`config.mk`:
```
export PLATFORM = sky130hd
export DESIGN_NAME = counter_updown_mod
export DESIGN_NICKNAME = d
export VERILOG_FILES = /design/src/rtl/counter_pkg.sv /design/src/rtl/counter_updown_mod.sv
export SDC_FILE = /design/constraint.sdc
export NUM_CORES = 1
export LEC_CHECK = 0
export CORE_MARGIN = 4
export CORE_UTILIZATION = 65
export DETAILED_ROUTE_END_ITERATION = 8
export DONT_BUFFER_PORTS = 1
export PLACE_DENSITY = 0.89
export SYNTH_ARGS = -nofsm -noshare
export SYNTH_HDL_FRONTEND = slang
export SYNTH_SLANG_ARGS = --single-unit
```
`constraint.sdc`:
```
create_clock -name clk -period 5.7 [get_ports clk]
set_clock_uncertainty 0.1 [all_clocks]
set_input_delay 0.285 -clock clk [delete_from_list [all_inputs] [get_ports clk]]
set_output_delay 0.285 -clock clk [all_outputs]
set_load 0.05 [all_outputs]
```
`src/rtl/counter_pkg.sv`:
```
// Shared types for the loadable up/down counter: end-of-range modes and
// the two-state run/frozen control FSM.
package counter_pkg;

  typedef enum logic [1:0] {
    MODE_WRAP    = 2'b00,
    MODE_SAT     = 2'b01,
    MODE_ONESHOT = 2'b10,
    MODE_RSVD    = 2'b11
  } mode_e;

  typedef enum logic {
    ST_RUN  = 1'b0,
    ST_DONE = 1'b1
  } state_e;

endpackage

```
`src/rtl/counter_updown_mod.sv`:
```
// Parametrised loadable up/down counter with programmable upper endpoint,
// wrap / saturate / one-shot end-of-range behaviour, a one-cycle endpoint
// pulse and a sticky wrap overflow flag.
module counter_updown_mod
  import counter_pkg::*;
#(
  parameter int WIDTH       = 8,
  parameter int RESET_VALUE = 0
) (
  input  logic             clk,
  input  logic             reset,
  input  logic             en,
  input  logic             up_down,
  input  logic [1:0]       mode,
  input  logic [WIDTH-1:0] limit,
  input  logic             load,
  input  logic [WIDTH-1:0] load_data,
  input  logic             clr_ovf,
  output logic [WIDTH-1:0] count,
  output logic             at_end,
  output logic             end_pulse,
  output logic             overflow,
  output logic             done
);

  localparam logic [WIDTH-1:0] RST_COUNT = WIDTH'(RESET_VALUE);

  state_e           state, state_nxt;
  mode_e            mode_sel;
  logic [WIDTH-1:0] count_nxt;
  logic             pulse_nxt;
  logic             ovf_nxt;

  // The reserved encoding decodes as wrap in the case below.
  assign mode_sel = mode_e'(mode);

  // Up uses >= so a count loaded above limit is already at its endpoint.
  assign at_end = up_down ? (count >= limit) : (count == '0);

  assign done = (state == ST_DONE);

  // Endpoint handling and next-count selection; load overrides any step.
  always_comb begin
    count_nxt = count;
    state_nxt = state;
    pulse_nxt = 1'b0;
    ovf_nxt   = overflow & ~clr_ovf;
    if (load) begin
      count_nxt = load_data;
      state_nxt = ST_RUN;
    end else if (en && (state == ST_RUN)) begin
      if (at_end) begin
        pulse_nxt = 1'b1;
        case (mode_sel)
          MODE_SAT: count_nxt = count;
          MODE_ONESHOT: state_nxt = ST_DONE;
          default: begin
            count_nxt = up_down ? '0 : limit;
            ovf_nxt   = 1'b1;
          end
        endcase
      end else begin
        count_nxt = up_down ? (count + 1'b1) : (count - 1'b1);
      end
    end
  end

  // All state registers; synchronous reset takes priority over everything.
  always_ff @(posedge clk) begin
    if (reset) begin
      count     <= RST_COUNT;
      state     <= ST_RUN;
      end_pulse <= 1'b0;
      overflow  <= 1'b0;
    end else begin
      count     <= count_nxt;
      state     <= state_nxt;
      end_pulse <= pulse_nxt;
      overflow  <= ovf_nxt;
    end
  end

endmodule

```
==> impl_metrics.csv <==
group,metric,value,unit
clocking,clkSinkCount,11,
final_layout,area.growth.synth_to_final,3.88,%
clocking,cts_max_level,1,
synth,synth_top_area_share,0.195,
timing,tightest_slew,0.738,ns
clocking,worst_skew_pair.late_latency,0.29,ns
timing,setup_repair_after_global_routing_missed_its_margin,"false",
critical_path,critical_path.endpoint_type,"flip-flop",
worst_hold_path,hold_path_class,"in -> reg",
pwr,clockPowerShare,0.202,
critical_path,worstRegToRegCells,7,
placed_design,port_buffers,0,
timing,fmax,347,MHz
route,drtPass1Iterations,4,
critical_path,crit_start,"count[3]",
critical_path,r2r_path_start,"count[3]",
clocking,worst_setup_hold_path_clk_slew,0.07,ns
floorplan,die_x,49.7,µm
synth,synth_area_per_cell,8.30,µm²
route,drc,0,
route,final_antenna_net_count,0,
global_route,grt-ovfl-total,0,
floorplan,floorplan.initialDensity,0.716,
timing,slew_violations,0,
status,run_status,"finished, final reports clean",
timing,timing.final.setup_violations,0,
timing,final.period_utilization,0.506,
synth,ys_top_cells_by_count,"sky130_fd_sc_hd__ha_1, sky130_fd_sc_hd__inv_1, sky130_fd_sc_hd__dfxtp_1, sky130_fd_sc_hd__nor2_1, sky130_fd_sc_hd__a21oi_1",
clocking,postCtsSetupRepairBufs,0,
pwr,power.ir.vdd_worst,142,µV
clocking,clockBufferDepth,2,
synth,synthFlopType,"sky130_fd_sc_hd__dfxtp_1",
floorplan,core_area,1580,µm²
synth,post-synth-top-area-cell,"sky130_fd_sc_hd__dfxtp_1",
final_layout,design.final.nets,179,
clocking,cts_tree,"yes",
route,detailed_route_wire_length,3120,µm
synth,post-synth-top-count-cell,"sky130_fd_sc_hd__ha_1",
synth,ys_async_sr_fraction,0,
clocking,cts_made_buffers,3,
placed_design,gp_congestion,0.825,
critical_path,worst_ep_required_time,5.80,ns
critical_path,worstReg2RegEnd,"count[2]",
floorplan,num_io_pins,36,
route,drt-vias-per-instance,7.34,
final_layout,drive_gt1_frac,0.101,
synth,syn-instance-count,136,
final_layout,num_antenna_cells,0,
global_route,pin_count_of_the_biggest_net_entering_global_routing,17,
synth,synth.yosys.seq_area_share,0.195,
critical_path,worst-endpoint-arrival,2.99,ns
global_route,grt_pass1_wl,5150,µm
synth,netlist_area,1130,µm²
synth,yosysWarningCount,0,
placed_design,detailedPlacementHpwl,2380,µm
pwr,pwrdens,245,nW/µm²
critical_path,worst-setup-path-type,"reg -> reg",
pwr,comb_power_share,0.389,
pwr,switchingPower,0.000129,W
synth,synth-seq-cells,11,
floorplan,rows,14,
timing,maxSlewHeadroom,0.507,
synth,mappedNetlistNets,176,
critical_path,startpoint_type,"flip-flop",
route,route.vias.total,1130,
synth,synth_enable_flop_cells,0,
pwr,internal-power,0.000159,W
final_layout,fill_cells,129,
floorplan,die-area,2470,µm²
floorplan,floorplan.die.height,49.7,µm
global_route,grt_use_total,0.267,
pwr,total_power,0.000287,W
critical_path,r2r_setup_slack,2.82,ns
route,post_drt_wl_per_cell,20.3,µm
global_route,via_count_of_the_first_global_routing_pass,1110,
critical_path,worst_setup_path_endpoint,"count[2]",
worst_hold_path,holdCritStartpoint,"reset",
flow_run,max_cap_violations,0,
timing,setup_total_negative_slack,0,ns
pwr,p_leak,0.491,nW
global_route,grt_antenna_before_repair,0,
pwr,switching_share,0.448,
clocking,clock_tree.root_cell,"sky130_fd_sc_hd__clkbuf_4",
synth,synth.distinct_cells,44,
route,drt_iter0_markers,57,
timing,finalHoldViolations,0,
critical_path,critical_path.max_fanout,9,
synth,ys_top_cells_by_area,"sky130_fd_sc_hd__dfxtp_1, sky130_fd_sc_hd__ha_1, sky130_fd_sc_hd__a21oi_1",
timing,layout_min_cycle_time,2.88,ns
pwr,share_seq_of_total_power,0.408,
timing,finalHoldWorstSlack,0.00599,ns
[layout make-up]
class                           instances  area, µm²  share of cell area
Sequential cell                        11        220               0.188
Timing Repair Buffer                    2       20.0              0.0171
Inverter                               13       51.3              0.0438
Clock buffer                            4       26.3              0.0224
Multi-Input combinational cell        108        835               0.712
Tap cell                               16       20.0              0.0171
[flip-flops by register name (all words and copies together) (netlist names)]
signal / flops
count: 8
overflow: 1
done: 1
end_pulse: 1
[critical path, cell delays in order, from the launching register on]
cell                       delay (ns)
sky130_fd_sc_hd__dfxtp_1         0.76
sky130_fd_sc_hd__ha_1            0.37
sky130_fd_sc_hd__a211oi_1        0.25
sky130_fd_sc_hd__o21ai_1         0.15
sky130_fd_sc_hd__o221ai_4        0.36
sky130_fd_sc_hd__inv_4           0.18
sky130_fd_sc_hd__or3_1           0.37
sky130_fd_sc_hd__a311oi_1        0.25
[worst min-delay path by stage]
stage	endpoint	slack, ns	cells after the start
2_1_floorplan	count[3]	0.33	2
3_3_place_gp	overflow	0.26	1
3_5_place_dp	count[2]	0.26	1
4_1_cts	count[6]	0.006	1
5_1_grt	count[6]	0.002	1
6_report	count[3]	0.006	1
[power groups by stage]
stage          clock network [W]  logic (W)  registers [W]
4_1_cts                0.0000575   0.000110       0.000117
3_5_place_dp                   0   0.000108       0.000119
5_1_grt                0.0000621   0.000125       0.000118
2_1_floorplan                  0  0.0000944       0.000114
6_report               0.0000582   0.000112       0.000117
3_3_place_gp                   0   0.000103       0.000118
[per-layer routing]
layer / track usage / part of all wire / vias up
met1: 0.299 / 0.36 / 527
met2: 0.465 / 0.50 / 71
met3: 0.0512 / 0.092 / 17
li1: - / - / 515
met4: 0.157 / 0.041 / 0
met5: 0 / 0 / -
[stage by stage]
| stage | util | cell area, µm² | worst slack [ns] | instances |
|---|---|---|---|---|
| after floorplan | - | 1130 | 3.05 | 136 |
| after CTS | 0.744 | 1170 | 2.83 | 154 |
| after detailed placement | 0.714 | 1130 | 2.84 | 148 |
| after global placement | 0.714 | 1130 | 2.91 | 148 |
| final | 0.744 | 1170 | 2.82 | 154 |
| after global routing | 0.744 | 1170 | 2.65 | 154 |
[cells in the final DEF (no fill, tap or decap), types with 2 or more instances in the layout]
cell / Yosys / layout
sky130_fd_sc_hd__ha_1: 15 / 15
sky130_fd_sc_hd__inv_1: 12 / 12
sky130_fd_sc_hd__nor2_1: 11 / 11
sky130_fd_sc_hd__dfxtp_1: 11 / 11
sky130_fd_sc_hd__a21oi_1: 9 / 9
sky130_fd_sc_hd__o22ai_1: 5 / 5
sky130_fd_sc_hd__xnor2_1: 5 / 5
sky130_fd_sc_hd__a22oi_1: 5 / 5
sky130_fd_sc_hd__o211ai_1: 4 / 4
sky130_fd_sc_hd__nor3_1: 4 / 4
sky130_fd_sc_hd__o21ai_0: 4 / 4
sky130_fd_sc_hd__nand2_1: 4 / 4
sky130_fd_sc_hd__nor4_1: 3 / 3
sky130_fd_sc_hd__a211oi_1: 3 / 3
sky130_fd_sc_hd__nand2b_1: 3 / 3
sky130_fd_sc_hd__a31oi_1: 3 / 3
sky130_fd_sc_hd__clkbuf_4: 0 / 3
sky130_fd_sc_hd__nor3b_1: 2 / 2
sky130_fd_sc_hd__o21ai_1: 2 / 2
sky130_fd_sc_hd__or3_1: 2 / 2
sky130_fd_sc_hd__and2b_2: 2 / 2
sky130_fd_sc_hd__a311oi_1: 2 / 2
sky130_fd_sc_hd__dlygate4sd3_1: 0 / 2
[kinds of logic (layout without fill, tap and decap cells)]
group,Yosys count,count (layout),synth area share
compound gates,48,48,0.323
xor+xnor,5,5,0.0388
fa+ha+maj,16,16,0.184
buf+inv,17,19,0.0654
flops,11,11,0.195
mux,1,1,0.00887
simple gates,38,38,0.185
[what timing repair did]
action | in CTS | in global routing
hold endpoints to repair | 5 | 0
resized for setup | 0 | 0
hold buffers | 2 | 0
No activity file was read; power rests on OpenSTA's default activity.
